`src/rtl/spi_master_param.sv`:
```
// Parametrised SPI master: divider-generated SCLK, all four modes, MSB/LSB-first,
// and multi-word bursts that keep SS low until a word tagged `last` completes.
module spi_master_param #(
    parameter int DATA_W    = 8,
    parameter int CLK_DIV   = 750,
    parameter int CPOL      = 0,
    parameter int CPHA      = 0,
    parameter int MSB_FIRST = 1
) (
    input  logic              CLK,
    input  logic              RST,
    input  logic              start,
    input  logic              last,
    input  logic [DATA_W-1:0] DIN,
    input  logic              MISO,
    output logic              MOSI,
    output logic              SCLK,
    output logic              SS,
    output logic              BUSY,
    output logic              DONE,
    output logic [DATA_W-1:0] DOUT
);
    // state | meaning
    // IDLE  | SS high, waiting for start
    // SETUP | SS low, half-period before the first SCLK edge
    // XFER  | 2*DATA_W SCLK toggles, shift and sample
    // HOLD  | word done, SS still low, waiting for the next burst word
    // GAP   | half-period spacing between burst words
    // TAIL  | half-period SS hold, then half-period deselect
    localparam int DIV_W = $clog2(CLK_DIV);
    localparam int CNT_W = $clog2(2*DATA_W+1);
    localparam logic [DIV_W-1:0] DIV_MAX  = DIV_W'(CLK_DIV-1);
    localparam logic [CNT_W-1:0] CNT_LAST = CNT_W'(2*DATA_W-1);
    localparam logic [CNT_W-1:0] CNT_ONE  = CNT_W'(1);

    typedef enum logic [2:0] {S_IDLE, S_SETUP, S_XFER, S_HOLD, S_GAP, S_TAIL} state_t;
    state_t state, state_nx;

    logic [DIV_W-1:0]  div;
    logic [CNT_W-1:0]  cnt;
    logic [DATA_W-1:0] tx, rx, dout_r, tx_sh, rx_nx;
    logic last_r, sclk_r, mosi_r, done_r;
    logic active, tick, accept, leading, final_tg, sample, shift;
    logic tx_first, tx_sh_first, din_first, busy_c, ss_c;

    assign active   = (state == S_SETUP) || (state == S_XFER) || (state == S_GAP) || (state == S_TAIL);
    assign tick     = active && (div == DIV_MAX);
    assign accept   = start && ((state == S_IDLE) || (state == S_HOLD));
    assign leading  = ~cnt[0];
    assign final_tg = (cnt == CNT_LAST);
    assign sample   = (state == S_XFER) && tick && ((CPHA == 0) ? leading : !leading);
    assign shift    = (state == S_XFER) && tick && ((CPHA == 0) ? (!leading && !final_tg) : leading);

    assign tx_sh       = (MSB_FIRST != 0) ? {tx[DATA_W-2:0], 1'b0} : {1'b0, tx[DATA_W-1:1]};
    assign rx_nx       = (MSB_FIRST != 0) ? {rx[DATA_W-2:0], MISO} : {MISO, rx[DATA_W-1:1]};
    assign tx_first    = (MSB_FIRST != 0) ? tx[DATA_W-1] : tx[0];
    assign tx_sh_first = (MSB_FIRST != 0) ? tx[DATA_W-2] : tx[1];
    assign din_first   = (MSB_FIRST != 0) ? DIN[DATA_W-1] : DIN[0];

    always_ff @(posedge CLK) begin
        if (RST) state <= S_IDLE;
        else     state <= state_nx;
    end

    always_comb begin
        state_nx = state;
        busy_c   = 1'b1;
        ss_c     = 1'b0;
        case (state)
            S_IDLE: begin
                busy_c = 1'b0;
                ss_c   = 1'b1;
                if (start) state_nx = S_SETUP;
            end
            S_SETUP: if (tick) state_nx = S_XFER;
            S_XFER:  if (tick && final_tg) state_nx = last_r ? S_TAIL : S_HOLD;
            S_HOLD: begin
                busy_c = 1'b0;
                if (start) state_nx = S_GAP;
            end
            S_GAP:   if (tick) state_nx = S_XFER;
            S_TAIL: begin
                ss_c = (cnt != '0);
                if (tick && (cnt == CNT_ONE)) state_nx = S_IDLE;
            end
            default: state_nx = S_IDLE;
        endcase
    end

    always_ff @(posedge CLK) begin
        if (RST) begin
            div    <= '0;
            cnt    <= '0;
            tx     <= '0;
            rx     <= '0;
            dout_r <= '0;
            last_r <= 1'b0;
            sclk_r <= (CPOL != 0);
            mosi_r <= 1'b0;
            done_r <= 1'b0;
        end else begin
            done_r <= 1'b0;

            if (state_nx != state || tick || !active) div <= '0;
            else                                      div <= div + 1'b1;

            if (state_nx != state)                              cnt <= '0;
            else if (tick && (state == S_XFER || state == S_TAIL)) cnt <= cnt + 1'b1;

            if (accept) begin
                tx     <= DIN;
                rx     <= '0;
                last_r <= last;
            end

            if (state == S_XFER && tick) sclk_r <= ~sclk_r;
            if (sample) rx <= rx_nx;
            if (shift)  tx <= tx_sh;

            // Final toggle: capture includes the bit sampled on this very edge (CPHA=1).
            if (state == S_XFER && tick && final_tg) begin
                dout_r <= sample ? rx_nx : rx;
                done_r <= 1'b1;
            end

            case (state)
                S_SETUP, S_GAP: mosi_r <= (CPHA == 0) ? tx_first : 1'b0;
                S_XFER: begin
                    if (tick && final_tg) mosi_r <= 1'b0;
                    else if (shift)       mosi_r <= (CPHA == 0) ? tx_sh_first : tx_first;
                end
                default: mosi_r <= (accept && CPHA == 0) ? din_first : 1'b0;
            endcase
        end
    end

    assign SCLK = sclk_r;
    assign MOSI = mosi_r;
    assign DONE = done_r;
    assign DOUT = dout_r;
    assign BUSY = busy_c;
    assign SS   = ss_c;
endmodule

```
`config.mk`:
```
export PLATFORM = sky130hd
export DESIGN_NAME = spi_master_param
export DESIGN_NICKNAME = d
export VERILOG_FILES = /design/src/rtl/spi_master_param.sv
export SDC_FILE = /design/constraint.sdc
export NUM_CORES = 1
export LEC_CHECK = 0
export ABC_CLOCK_PERIOD_IN_PS = 3100
export BUFFER_PORTS_ARGS = -buffer_cell sky130_fd_sc_hd__buf_2
export CORE_MARGIN = 3
export CORE_UTILIZATION = 45
export DETAILED_ROUTE_END_ITERATION = 12
export HOLD_SLACK_MARGIN = 0.06
export SLEW_MARGIN = 20
export SYNTH_ARGS = -nofsm -noshare
export SYNTH_HDL_FRONTEND = slang
export SYNTH_SLANG_ARGS = --single-unit
```
`constraint.sdc`:
```
create_clock -name CLK -period 3.1 [get_ports CLK]
set_clock_uncertainty 0.15 [all_clocks]
set_input_delay 0.155 -clock CLK [delete_from_list [all_inputs] [get_ports CLK]]
set_output_delay 0.155 -clock CLK [all_outputs]
set_load 0.005 [all_outputs]
```
; ---- Word level (Yosys, flattened, before mapping)
; Cells that the tools add are included.
[word_totals]
output_inout_bits = 13
in_bits = 13
ff_bits = 46
[classes]
reduce_logical = 28
bitwise = 2
eq_ne = 10
add_sub_neg = 2
mux = 19
[op_table]
columns = operator, n
row1 = $mux 8, 5
row2 = $mux 3, 6
row3 = $pmux 3 s5, 1
row4 = $add 10x1->10 const B, 1
row5 = $eq 10x10->1 const B, 1
row6 = $logic_and 1x1->1, 10
row7 = $reduce_or 2->1, 5
row8 = $logic_or 1x1->1, 7
row9 = $eq 3x2->1 const B, 2
row10 = $eq 3x3->1 const B, 2
row11 = $add 5x1->5 const B, 1
row12 = $eq 5x1->1 const B, 1
row13 = $eq 5x4->1 const B, 1
row14 = $mux 1, 5
row15 = $reduce_bool 5->1, 1
row16 = $pmux 1 s2, 2
row17 = $reduce_bool 2->1, 2
row18 = $eq 3x1->1 const B, 1
row19 = $logic_not 3->1, 1
row20 = $ne 3x2->1 const B, 1
row21 = $ne 3x3->1, 1
row22 = $logic_not 1->1, 2
row23 = $not 1->1, 2

; ---- Longest topological paths before layout
; Gate-level depths: netlist (run 1).
[logic_depth]
word_depth = 12
mapped_depth = 9

; ---- Least setup slack after synthesis (run 1)
; No wires, ideal clock.
[synth_path]
path_type = flip-flop to flip-flop
from = reg cnt[0]
to = reg div[2]
setup_time_ps = 140
t_arrival_ps = 1948
setup_slack_ps = 862
stages_incl_launch_ff = 10
n_path_buf = 1
cell_sequence = dfxtp_1 ha_1 and3_1 ha_1 nand3b_1 a21oi_1 mux2i_1 mux2i_2 buf_4 nor3_1
[synth_between]
elab_chain_len = 8
elab_cells_between_ends = 11
classes_between = 3 x eq/ne / 3 x mux / 5 x reduce/logical
[synth_lines]
columns = item, line
row1 = start: declaration, 40  ; logic [CNT_W-1:0] cnt;
row2 = start signal: assignment, 108  ; else if (tick && (state == S_XFER || state == S_TAIL)) cnt <= cnt + 1'b1;
row3 = $eq 5x1->1 or $eq 5x4->1 (tied branches), "84, 50"
row4 = $logic_and 1x1->1 (on tied branches), "84, 76"
row5 = $mux 3 (on tied branches), "84, 76"
row6 = $pmux 3 s5 (*), 69  ; case (state)
row7 = $ne 3x3->1 (*), 104  ; if (state_nx != state || tick || !active) div <= '0;
row8 = $logic_or 1x1->1 (*) (2 in a row), 104
row9 = $reduce_or 2->1 (no source line) (*), --
row10 = end signal: assignment, 105  ; else div <= div + 1'b1;
row11 = end: declaration, 39  ; logic [DIV_W-1:0] div;
; Every way passes the cells marked *; elsewhere a longest branch is shown, timed or not.
; A chain may end at the register's enable or synchronous reset.

; ---- Final worst setup path (run 1)
[layout_path]
from = reg cnt[1]
to = reg cnt[1]
[layout_between]
elab_chain_len = 6
elab_cells_between_ends = 10
classes_between = 1 x add/sub / 3 x eq/ne / 3 x mux / 3 x reduce/logical
[layout_lines]
columns = item, line
row1 = $eq 5x1->1 or $eq 5x4->1 (tied branches), "84, 50"
row2 = $logic_and 1x1->1 (on tied branches), "84, 76"
row3 = $mux 3 (on tied branches), "84, 76"
row4 = $pmux 3 s5, 69
row5 = $ne 3x3->1, 107  ; if (state_nx != state) cnt <= '0;
row6 = $reduce_or 2->1 (no source line), --
; Parallel ways exist; a longest one is shown, timed or not.

==> flow_summary_export.csv, run 1 <==
group,metric,value,unit
logic_synthesis,syn_area_per_cell,9.32,sq um
layout,fin_nets,295,
global_routing,antenna_found_initial,0,
route,first_pass_iters,4,
global_routing,grt_use_total,0.159,
worst_setup_path,critPathBufInv,1,
timing,fin_crit_sh,0.743,
logic_synthesis,syn_area,2350,sq um
clock_network,clock_latency,0.30,ns
logic_synthesis,ys_ff_latch,46,
die,ios,26,
die,dieArea,6120,sq um
hold_path,min_from,"DIN[0]",
die,die_h,78.3,microns
worst_setup_path,crit_path_start_kind,"flip-flop",
global_routing,grt_pass1_vias,1655,
logic_synthesis,synth.net_count,271,
global_routing,grt_pass1_wl,7.91,mm
route,wirelength,4.54,mm
layout,syn_to_final_growth,10.9,%
die,start_util,0.482,
die,core_region_area,4880,sq um
route,vias_per_cell,5.28,
placement,port_buffers,25,
clock_network,root_buffer,"clkbuf_8",
clock_network,post-cts-setup-buffers,0,
timing,drv_slew,0,
run_status,status,"completed",
clock_network,cts_tree,"done",
pwr,cellPowerDensity,406,nW/um^2
timing,finalSetupViolCount,0,
timing,worst_slew_pin_slew,0.713,ns
timing,relSlewSlack,0.522,
clock_network,clockBufferDepth,2,
layout,n_antenna_cell,0,
layout,layout-drive-gt1-share,0.202,
logic_synthesis,synthArstFlopShare,0,
worst_setup_path,critical_path.startpoint,"cnt[1]",
worst_setup_path,path_cells,"inv_1, ha_1, or4b_1, a2111oi_0, o211ai_1, o21ai_2, nor3_1",
clock_network,cts_buffers,5,
logic_synthesis,ys_seq_area_frac,0.392,
timing,rsz0062_at_grt,"no",
route,remaining_drc_errors,0,
route,vias,1815,
worst_setup_path,rr_startpoint,"cnt[1]",
pwr,peakVddDrop,0.000252,V
timing,finalSetupTns,0,ns
logic_synthesis,synthCells,252,
pwr,fin_total_pwr,1.06,mW
worst_setup_path,crit_path_max_fanout,5,
timing,max_freq,434,MHz
clock_network,ctsHtreeMaxLevel,2,
die,rows,25,
logic_synthesis,netlist-cell-type-count,54,
clock_network,cts_sinks,46,
worst_setup_path,cp_slowest_cell,"a2111oi_0",
timing,holdWs,0.0782,ns
worst_setup_path,critPathKind,"reg -> reg",
logic_synthesis,synth_edf_count,0,
worst_setup_path,max_stage_delay,0.55,ns
pwr,p_leak,0.917,nW
route,wire_per_inst,13.2,microns
timing,fin_crit,2.30,ns
placement,place.gp.congestion,0.813,
worst_setup_path,critPathRequiredTime,3.13,ns
route,ant_nets,0,
route,drt_iter0_drc,78,
clock_network,clk_pin_slew,0.08,ns
global_routing,grt_max_degree,24,
run,maxCapViolCount,0,
die,die_x,78.3,microns
hold_path,hp-class,"in -> reg",
global_routing,grt.overflow.total,0,
logic_synthesis,yosysWarningCount,0,
worst_setup_path,crit_arrival,2.33,ns
worst_setup_path,crit_family,"compound AO/OA/AOI/OAI gates",
worst_setup_path,critPathCaptureType,"flip-flop",
logic_synthesis,synth_ff_type,"dfxtp_1",
timing,hold_violations,0,
placement,dp_hpwl,3.28,mm
[cell usage in the layout, fill, tap and decap left out, types with 2 or more instances in the layout]
cell	instances
a2111oi_0	2
nand4_1	2
nand2_1	7
a211oi_2	7
nor3_1	18
buf_4	2
a21oi_1	8
xor2_1	3
nand3b_1	2
dlygate4sd3_1	2
mux2i_1	26
a211oi_1	8
clkbuf_8	5
buf_2	25
a21o_1	2
o22ai_1	2
inv_1	11
o21ai_0	2
or2_2	3
xnor2_1	9
nand2b_1	2
nor2_1	36
o21ai_1	2
ha_1	6
dfxtp_1	46
nand3_1	5
and3_1	4
[registers in the layout, indices dropped and copies added (netlist names), 3 cells and up]
register,flops
state,3
div,10
cnt,5
tx,8
rx,8
DOUT,8
[synth_stat cells (2+ instances only)]
| library cell | n | area, sq um |
|---|---|---|
| xor2_1 | 3 | 26.3 |
| buf_6 | 2 | 22.5 |
| o22ai_1 | 2 | 12.5 |
| a21o_1 | 2 | 15.0 |
| dfxtp_1 | 46 | 921 |
| nor3_1 | 18 | 90.1 |
| o21ai_1 | 2 | 10.0 |
| a21oi_1 | 8 | 40.0 |
| buf_2 | 5 | 25.0 |
| nand2b_1 | 2 | 12.5 |
| a211oi_1 | 8 | 60.1 |
| and3_1 | 4 | 25.0 |
| inv_1 | 11 | 41.3 |
| clkbuf_1 | 3 | 11.3 |
| nand3b_1 | 2 | 15.0 |
| nand2_1 | 7 | 26.3 |
| mux2i_1 | 26 | 260 |
| buf_4 | 2 | 15.0 |
| nor2_1 | 36 | 135 |
| a211oi_2 | 7 | 87.6 |
| xnor2_1 | 9 | 78.8 |
| nand3_1 | 5 | 25.0 |
| o21ai_0 | 2 | 10.0 |
| ha_1 | 6 | 75.1 |
| nand4_1 | 2 | 12.5 |
| a2111oi_0 | 2 | 17.5 |
| or2_2 | 3 | 18.8 |
[area by class of cell]
type                       count  area [sq um]
clock inverter                 2          13.8
fill                         496          2270
clock buffer                   6          72.6
inverter                      11          41.3
sequential                    46           921
timing repair buffer          29           160
tap                           67          83.8
multi-input combinational    183          1310
[cell families (layout without fill, tap and decap cells)]
group	after synthesis	after routing	synth area share
AOI/OAI and AO/OA	42	42	0.140
xor gates and xnor gates	12	12	0.0447
adders and majority gates	6	6	0.0319
buffers and inverters	23	48	0.0490
DFF	46	46	0.392
muxes	28	28	0.121
and+or+nand+nor	95	95	0.221
[power by group]
part	internal, mW	leakage, nW	switching [mW]
Clock	0.159	0.0452	0.203
Combinational	0.0376	0.500	0.0454
Sequential	0.601	0.372	0.0111
[through the flow]
stage	util	area (sq um)	cells	setup WS, ns
detailed placement	0.512	2500	334	0.798
finish	0.534	2610	344	0.796
floorplan	-	2350	252	0.862
CTS	0.534	2610	344	0.783
global placement	0.512	2500	334	0.794
global route	0.534	2610	344	0.609
[path summary, 6_finish.rpt]
check / to / slack, ns / cells after the start
hold / removal: tx[0] / 0.08 / 3
hold reg to reg: DOUT[1] / 0.35 / 2
setup reg to reg: cnt[1] / 0.80 / 7
setup / recovery: cnt[1] / 0.80 / 7
[layer usage]
metal	GRT usage	vias to the layer above	part of all wire
met5	0	-	0
met4	0.0682	0	0.016
met3	0.0321	4	0.038
met2	0.251	30	0.44
met1	0.212	831	0.50
li1	-	950	-
[tightest hold or removal path, cell delays in order]
cell    delay [ns]
buf_2         0.07
mux2_2        0.12
and3_1        0.14
[what timing repair did]
item,in CTS,in global routing
hold buffers,2,0
endpoints found under the setup margin,0,0
endpoints found under the hold margin,3,0
resized for setup,0,0
(Power assumes the default switching activity.)
==> run 2, diff against run 1 <==
Settings changed: ABC_CLOCK_PERIOD_IN_PS 3100 to 2400.
Clock period 3.1 ns to 2.4 ns, I/O delays scaled along.
==> flow_summary_export.csv, run 2 (synthesized netlist as in run 1, its figures left out) <==
group,metric,value,unit
run_status,status,"completed",
die,start_util,0.482,
route,vias_per_cell,5.19,
placement,dp_hpwl,3.48,mm
pwr,sw_frac_of_total,0.237,
pwr,comb_power_share,0.089,
timing,hold_violations,0,
clock_network,clk_pin_slew,0.09,ns
layout,syn_to_final_growth,19.6,%
clock_network,root_buffer,"clkbuf_8",
layout,n_fill_cell,476,
worst_setup_path,critPathRequiredTime,2.44,ns
pwr,power_frac_clock,0.366,
global_routing,grt_pass1_vias,1731,
timing,finalSetupTns,0,ns
clock_network,clock_latency,0.30,ns
route,vias,1894,
timing,finalWorstSetupSlack,0.194,ns
worst_setup_path,critical_path.startpoint,"cnt[0]",
global_routing,antenna_found_initial,0,
route,wire_per_inst,13.0,microns
route,ant_nets,0,
pwr,cellPowerDensity,515,nW/um^2
worst_setup_path,crit_path_start_kind,"flip-flop",
route,drt_iter0_drc,79,
pwr,peakVddDrop,0.000321,V
global_routing,grt_max_degree,19,
die,ios,26,
layout,largest_register_ff_count,10,
layout,final_common_cell,"dfxtp_1",
placement,port_buffers,25,
die,die_h,78.3,microns
layout,fin_cells,365,
worst_setup_path,worst-r2r-cell-count,7,
placement,place.gp.congestion,0.841,
hold_path,hp-class,"in -> reg",
route,remaining_drc_errors,0,
route,first_pass_iters,4,
timing,fin_crit,2.21,ns
layout,regMostFlops,"div",
timing,rsz0062_at_grt,"no",
route,wirelength,4.75,mm
hold_path,hold_depth,3,
global_routing,grt_pass1_wl,8.10,mm
clock_network,cts_resized,0,
placement,place_ws,0.171,ns
timing,worst_slew_pin_slew,0.739,ns
timing,drv_slew,0,
layout,layout-drive-gt1-share,0.242,
timing,max_freq,453,MHz
pwr,p_switching,0.344,mW
timing,relSlewSlack,0.504,
layout,fin_nets,316,
layout,n_antenna_cell,0,
placement,dp.cells,349,
pwr,p_int,1.10,mW
timing,fin_crit_sh,0.919,
worst_setup_path,rr_startpoint,"cnt[0]",
worst_setup_path,crit_path_max_fanout,15,
die,rows,25,
worst_setup_path,rr_endpoint,"tx[5]",
pwr,p_leak,1.03,nW
worst_setup_path,critPathCaptureType,"flip-flop",
die,dieArea,6120,sq um
run,maxCapViolCount,0,
worst_setup_path,crit_arrival,2.24,ns
worst_setup_path,reg2reg_slack,0.19,ns
timing,finalSetupViolCount,0,
worst_setup_path,critPathKind,"reg -> reg",
clock_network,cts_tree,"done",
clock_network,cts_buffers,5,
global_routing,grt_use_total,0.164,
layout,mostFrequentLayoutCells,"dfxtp_1 (46), nor2_1 (36), mux2i_1 (26), buf_2 (25), nor3_1 (18)",
clock_network,clockBufferDepth,2,
clock_network,cts_sinks,46,
die,core_region_area,4880,sq um
worst_setup_path,worstSetupEndpoint,"tx[5]",
global_routing,grt.overflow.total,0,
clock_network,ctsHtreeMaxLevel,2,
layout,final_core_util,0.576,
die,die_x,78.3,microns
pwr,power_frac_seq,0.545,
## run 2: changes by cell type in the layout (fill, tap and decap cells not counted), sizes merged
cell         before  now
buf              27   42
dlygate4sd3       2    8
clkbuf            6    7
clkinv            2    1
## run 2: per-layer routing
layer | part of all wire | GRT usage
met1 | 0.48 | 0.213
met2 | 0.46 | 0.270
met3 | 0.047 | 0.0401
met4 | 0.012 | 0.0472
met5 | 0 | 0
## run 2: area by class of cell
| cell class | instances | area (sq um) | share of cell area |
|---|---|---|---|
| Clock inverter | 1 | 8.76 | 0.00312 |
| Multi-Input combinational cell | 183 | 1310 | 0.467 |
| Sequential cell | 46 | 921 | 0.328 |
| Timing Repair Buffer | 50 | 345 | 0.123 |
| Clock buffer | 7 | 96.3 | 0.0343 |
| Tap cell | 67 | 83.8 | 0.0298 |
| Inverter | 11 | 41.3 | 0.0147 |
## run 2: power by group through the flow
stage,Combinational [mW],Clock (mW),Sequential (mW)
floorplan,0.0794,0,0.802
global placement,0.119,0,0.807
global route,0.141,0.584,0.792
CTS,0.129,0.548,0.789
detailed placement,0.119,0,0.807
finish,0.128,0.531,0.789
## run 2: through the flow
| stage | total power [mW] | cell area (sq um) | hold slack (ns) |
|---|---|---|---|
| 3_3_place_gp | 0.926 | 2630 | 0.207 |
| 3_5_place_dp | 0.926 | 2630 | 0.210 |
| 6_report | 1.45 | 2810 | 0.0706 |
| 2_1_floorplan | 0.882 | 2350 | 0.0597 |
| 4_1_cts | 1.47 | 2810 | 0.0736 |
| 5_1_grt | 1.52 | 2810 | 0.0860 |
## run 2: repair_timing
| action | CTS | global route |
|---|---|---|
| setup buffers | 0 | 0 |
| endpoints found under the hold margin | 11 | 0 |
| hold buffers | 8 | 0 |
## run 2: worst min-delay path by stage
stage,startpoint,to,slack [ns]
final,DIN[4],tx[4],0.07
after CTS,DIN[7],MOSI,0.07
after detailed placement,last,last_r,0.21
after floorplan,RST,MOSI,0.06
after global placement,last,last_r,0.21
after global routing,DIN[5],tx[5],0.09
## run 2: worst max-delay path: stages, from the launching register on
cell      delay [ns]
dfxtp_1         0.33
ha_1            0.22
and3_1          0.19
ha_1            0.19
buf_4           0.15
or4_4           0.63
nor2_1          0.17
a211oi_2        0.06
==> run 3, diff against run 2 <==
Settings changed: CELL_PAD_IN_SITES_DETAIL_PLACEMENT from default to 1, CELL_PAD_IN_SITES_GLOBAL_PLACEMENT from default to 1, CORE_UTILIZATION 45 to 44, PLACE_DENSITY_LB_ADDON from default to 0.1.
==> flow_summary_export.csv, run 3 (synthesized netlist as in run 1, its figures left out) <==
group,metric,value,unit
run_status,status,"completed",
pwr,fin_total_pwr,1.53,mW
die,dieArea,6250,sq um
global_routing,grt_pass1_vias,1926,
hold_path,min_from,"DIN[2]",
worst_setup_path,critPathBufInv,1,
worst_setup_path,cp_slowest_cell,"a2111oi_0",
layout,regMostFlops,"div",
clock_network,ctsHtreeMaxLevel,2,
timing,finalSetupTns,0,ns
run,maxCapViolCount,0,
pwr,comb_power_share,0.085,
clock_network,clock_latency,0.30,ns
die,core_region_area,4940,sq um
pwr,power_frac_clock,0.398,
pwr,cellPowerDensity,543,nW/um^2
layout,n_antenna_cell,0,
layout,mostFrequentLayoutCells,"dfxtp_1 (46), nor2_1 (36), mux2i_1 (26), buf_2 (25), nor3_1 (18)",
worst_setup_path,path_cells,"inv_1, ha_1, or4b_1, a2111oi_0, o211ai_1, o21ai_2, nor3_1",
pwr,p_int,1.16,mW
layout,post-route-cell-area,2820,sq um
timing,fin_crit_sh,0.946,
layout,n_fill_cell,593,
placement,dp_hpwl,3.86,mm
clock_network,cts_resized,0,
clock_network,cts_tree,"done",
route,drt_iter0_drc,57,
route,first_pass_iters,4,
die,rows,25,
timing,finalWorstSetupSlack,0.129,ns
pwr,sw_frac_of_total,0.244,
worst_setup_path,critPathRequiredTime,2.44,ns
layout,layout-drive-gt1-share,0.236,
worst_setup_path,worst-r2r-cell-count,7,
clock_network,cts_buffers,5,
clock_network,cts_sinks,46,
hold_path,hp-class,"in -> reg",
worst_setup_path,max_stage_delay,0.52,ns
placement,port_buffers,25,
global_routing,grt_use_total,0.191,
worst_setup_path,critPathCaptureType,"flip-flop",
placement,place_ws,0.163,ns
worst_setup_path,reg2reg_slack,0.13,ns
clock_network,clockBufferDepth,2,
timing,max_freq,440,MHz
placement,placedInstanceArea,2610,sq um
layout,syn_to_final_growth,19.9,%
pwr,peakVddDrop,0.000362,V
route,ant_nets,0,
global_routing,grt_pass1_wl,9.53,mm
worst_setup_path,critPathKind,"reg -> reg",
layout,fin_nets,315,
pwr,p_switching,0.373,mW
die,die_h,79.1,microns
clock_network,clk_pin_slew,0.10,ns
worst_setup_path,crit_path_start_kind,"flip-flop",
layout,fin_cells,364,
timing,drv_slew,0,
timing,worst_slew_pin_slew,0.808,ns
pwr,power_frac_seq,0.517,
layout,seq_area,921,sq um
layout,multiInputGateArea,1310,sq um
die,ios,26,
placement,place.gp.congestion,0.785,
global_routing,antenna_found_initial,0,
worst_setup_path,rr_startpoint,"cnt[1]",
layout,final_common_cell,"dfxtp_1",
route,remaining_drc_errors,0,
timing,finalSetupViolCount,0,
route,vias_per_cell,5.37,
die,die_x,79.1,microns
worst_setup_path,rr_endpoint,"cnt[3]",
die,start_util,0.475,
worst_setup_path,critical_path.startpoint,"cnt[1]",
timing,relSlewSlack,0.458,
clock_network,root_buffer,"clkbuf_8",
hold_path,hold_end,"tx[2]",
layout,largest_register_ff_count,10,
route,wire_per_inst,15.3,microns
timing,fin_crit,2.27,ns
placement,dp.cells,347,
timing,hold_violations,0,
worst_setup_path,crit_family,"compound AO/OA/AOI/OAI gates",
global_routing,grt_max_degree,23,
hold_path,hold_depth,3,
worst_setup_path,crit_arrival,2.31,ns
route,wirelength,5.56,mm
route,vias,1955,
timing,rsz0062_at_grt,"no",
worst_setup_path,crit_path_max_fanout,5,
global_routing,grt.overflow.total,0,
pwr,p_leak,1.03,nW
==> run 3: changes by cell type in the layout (fill, tap and decap cells not counted) <==
| cell | before | now |
|---|---|---|
| clkinv_4 | 1 | 0 |
| buf_4 | 16 | 14 |
| inv_8 | 0 | 1 |
| clkinvlp_4 | 0 | 1 |
| bufinv_16 | 0 | 1 |
| clkbuf_8 | 7 | 5 |
| dlygate4sd3_1 | 8 | 9 |
==> run 3: per-stage QoR <==
stage | hold slack (ns) | util
detailed placement | 0.221 | 0.528
CTS | 0.0685 | 0.570
global placement | 0.210 | 0.528
global route | 0.0795 | 0.570
floorplan | 0.0597 | -
finish | 0.0597 | 0.570
==> run 3: area by class of cell <==
| cell class | count | area share |
|---|---|---|
| multi-input combinational | 183 | 0.466 |
| sequential | 46 | 0.327 |
| timing repair buffer | 49 | 0.121 |
| tap | 67 | 0.0298 |
| clock buffer | 5 | 0.0244 |
| clock inverter | 3 | 0.0173 |
| inverter | 11 | 0.0147 |
==> run 3: worst max path at each step <==
stage / endpoint / cells after the start
after detailed placement: cnt[2] / 7
after floorplan: div[2] / 9
final: cnt[3] / 7
after CTS: cnt[3] / 7
after global placement: div[3] / 9
after global routing: cnt[3] / 7
==> run 3: power by group through the flow <==
| stage | sequential [mW] | combinational [mW] | clock (mW) |
|---|---|---|---|
| after floorplan | 0.802 | 0.0794 | 0 |
| after global placement | 0.808 | 0.118 | 0 |
| after detailed placement | 0.809 | 0.119 | 0 |
| after CTS | 0.791 | 0.131 | 0.632 |
| after global routing | 0.794 | 0.144 | 0.664 |
| final | 0.791 | 0.130 | 0.610 |
==> run 3: per-layer routing <==
metal	GRT usage	vias up	wire [microns]
li1	-	991	-
met1	0.261	938	2720
met2	0.313	22	2650
met3	0.0306	4	142
met4	0.0515	0	52
met5	0	-	0
==> run 3: tightest hold or removal path: stages <==
cell      delay [ns]
buf_2           0.07
mux2i_1         0.08
a211oi_2        0.20
==> run 3: what timing repair did <==
action	CTS	global route
hold endpoints to repair	10	0
hold buffers	9	0
buffers inserted	0	0
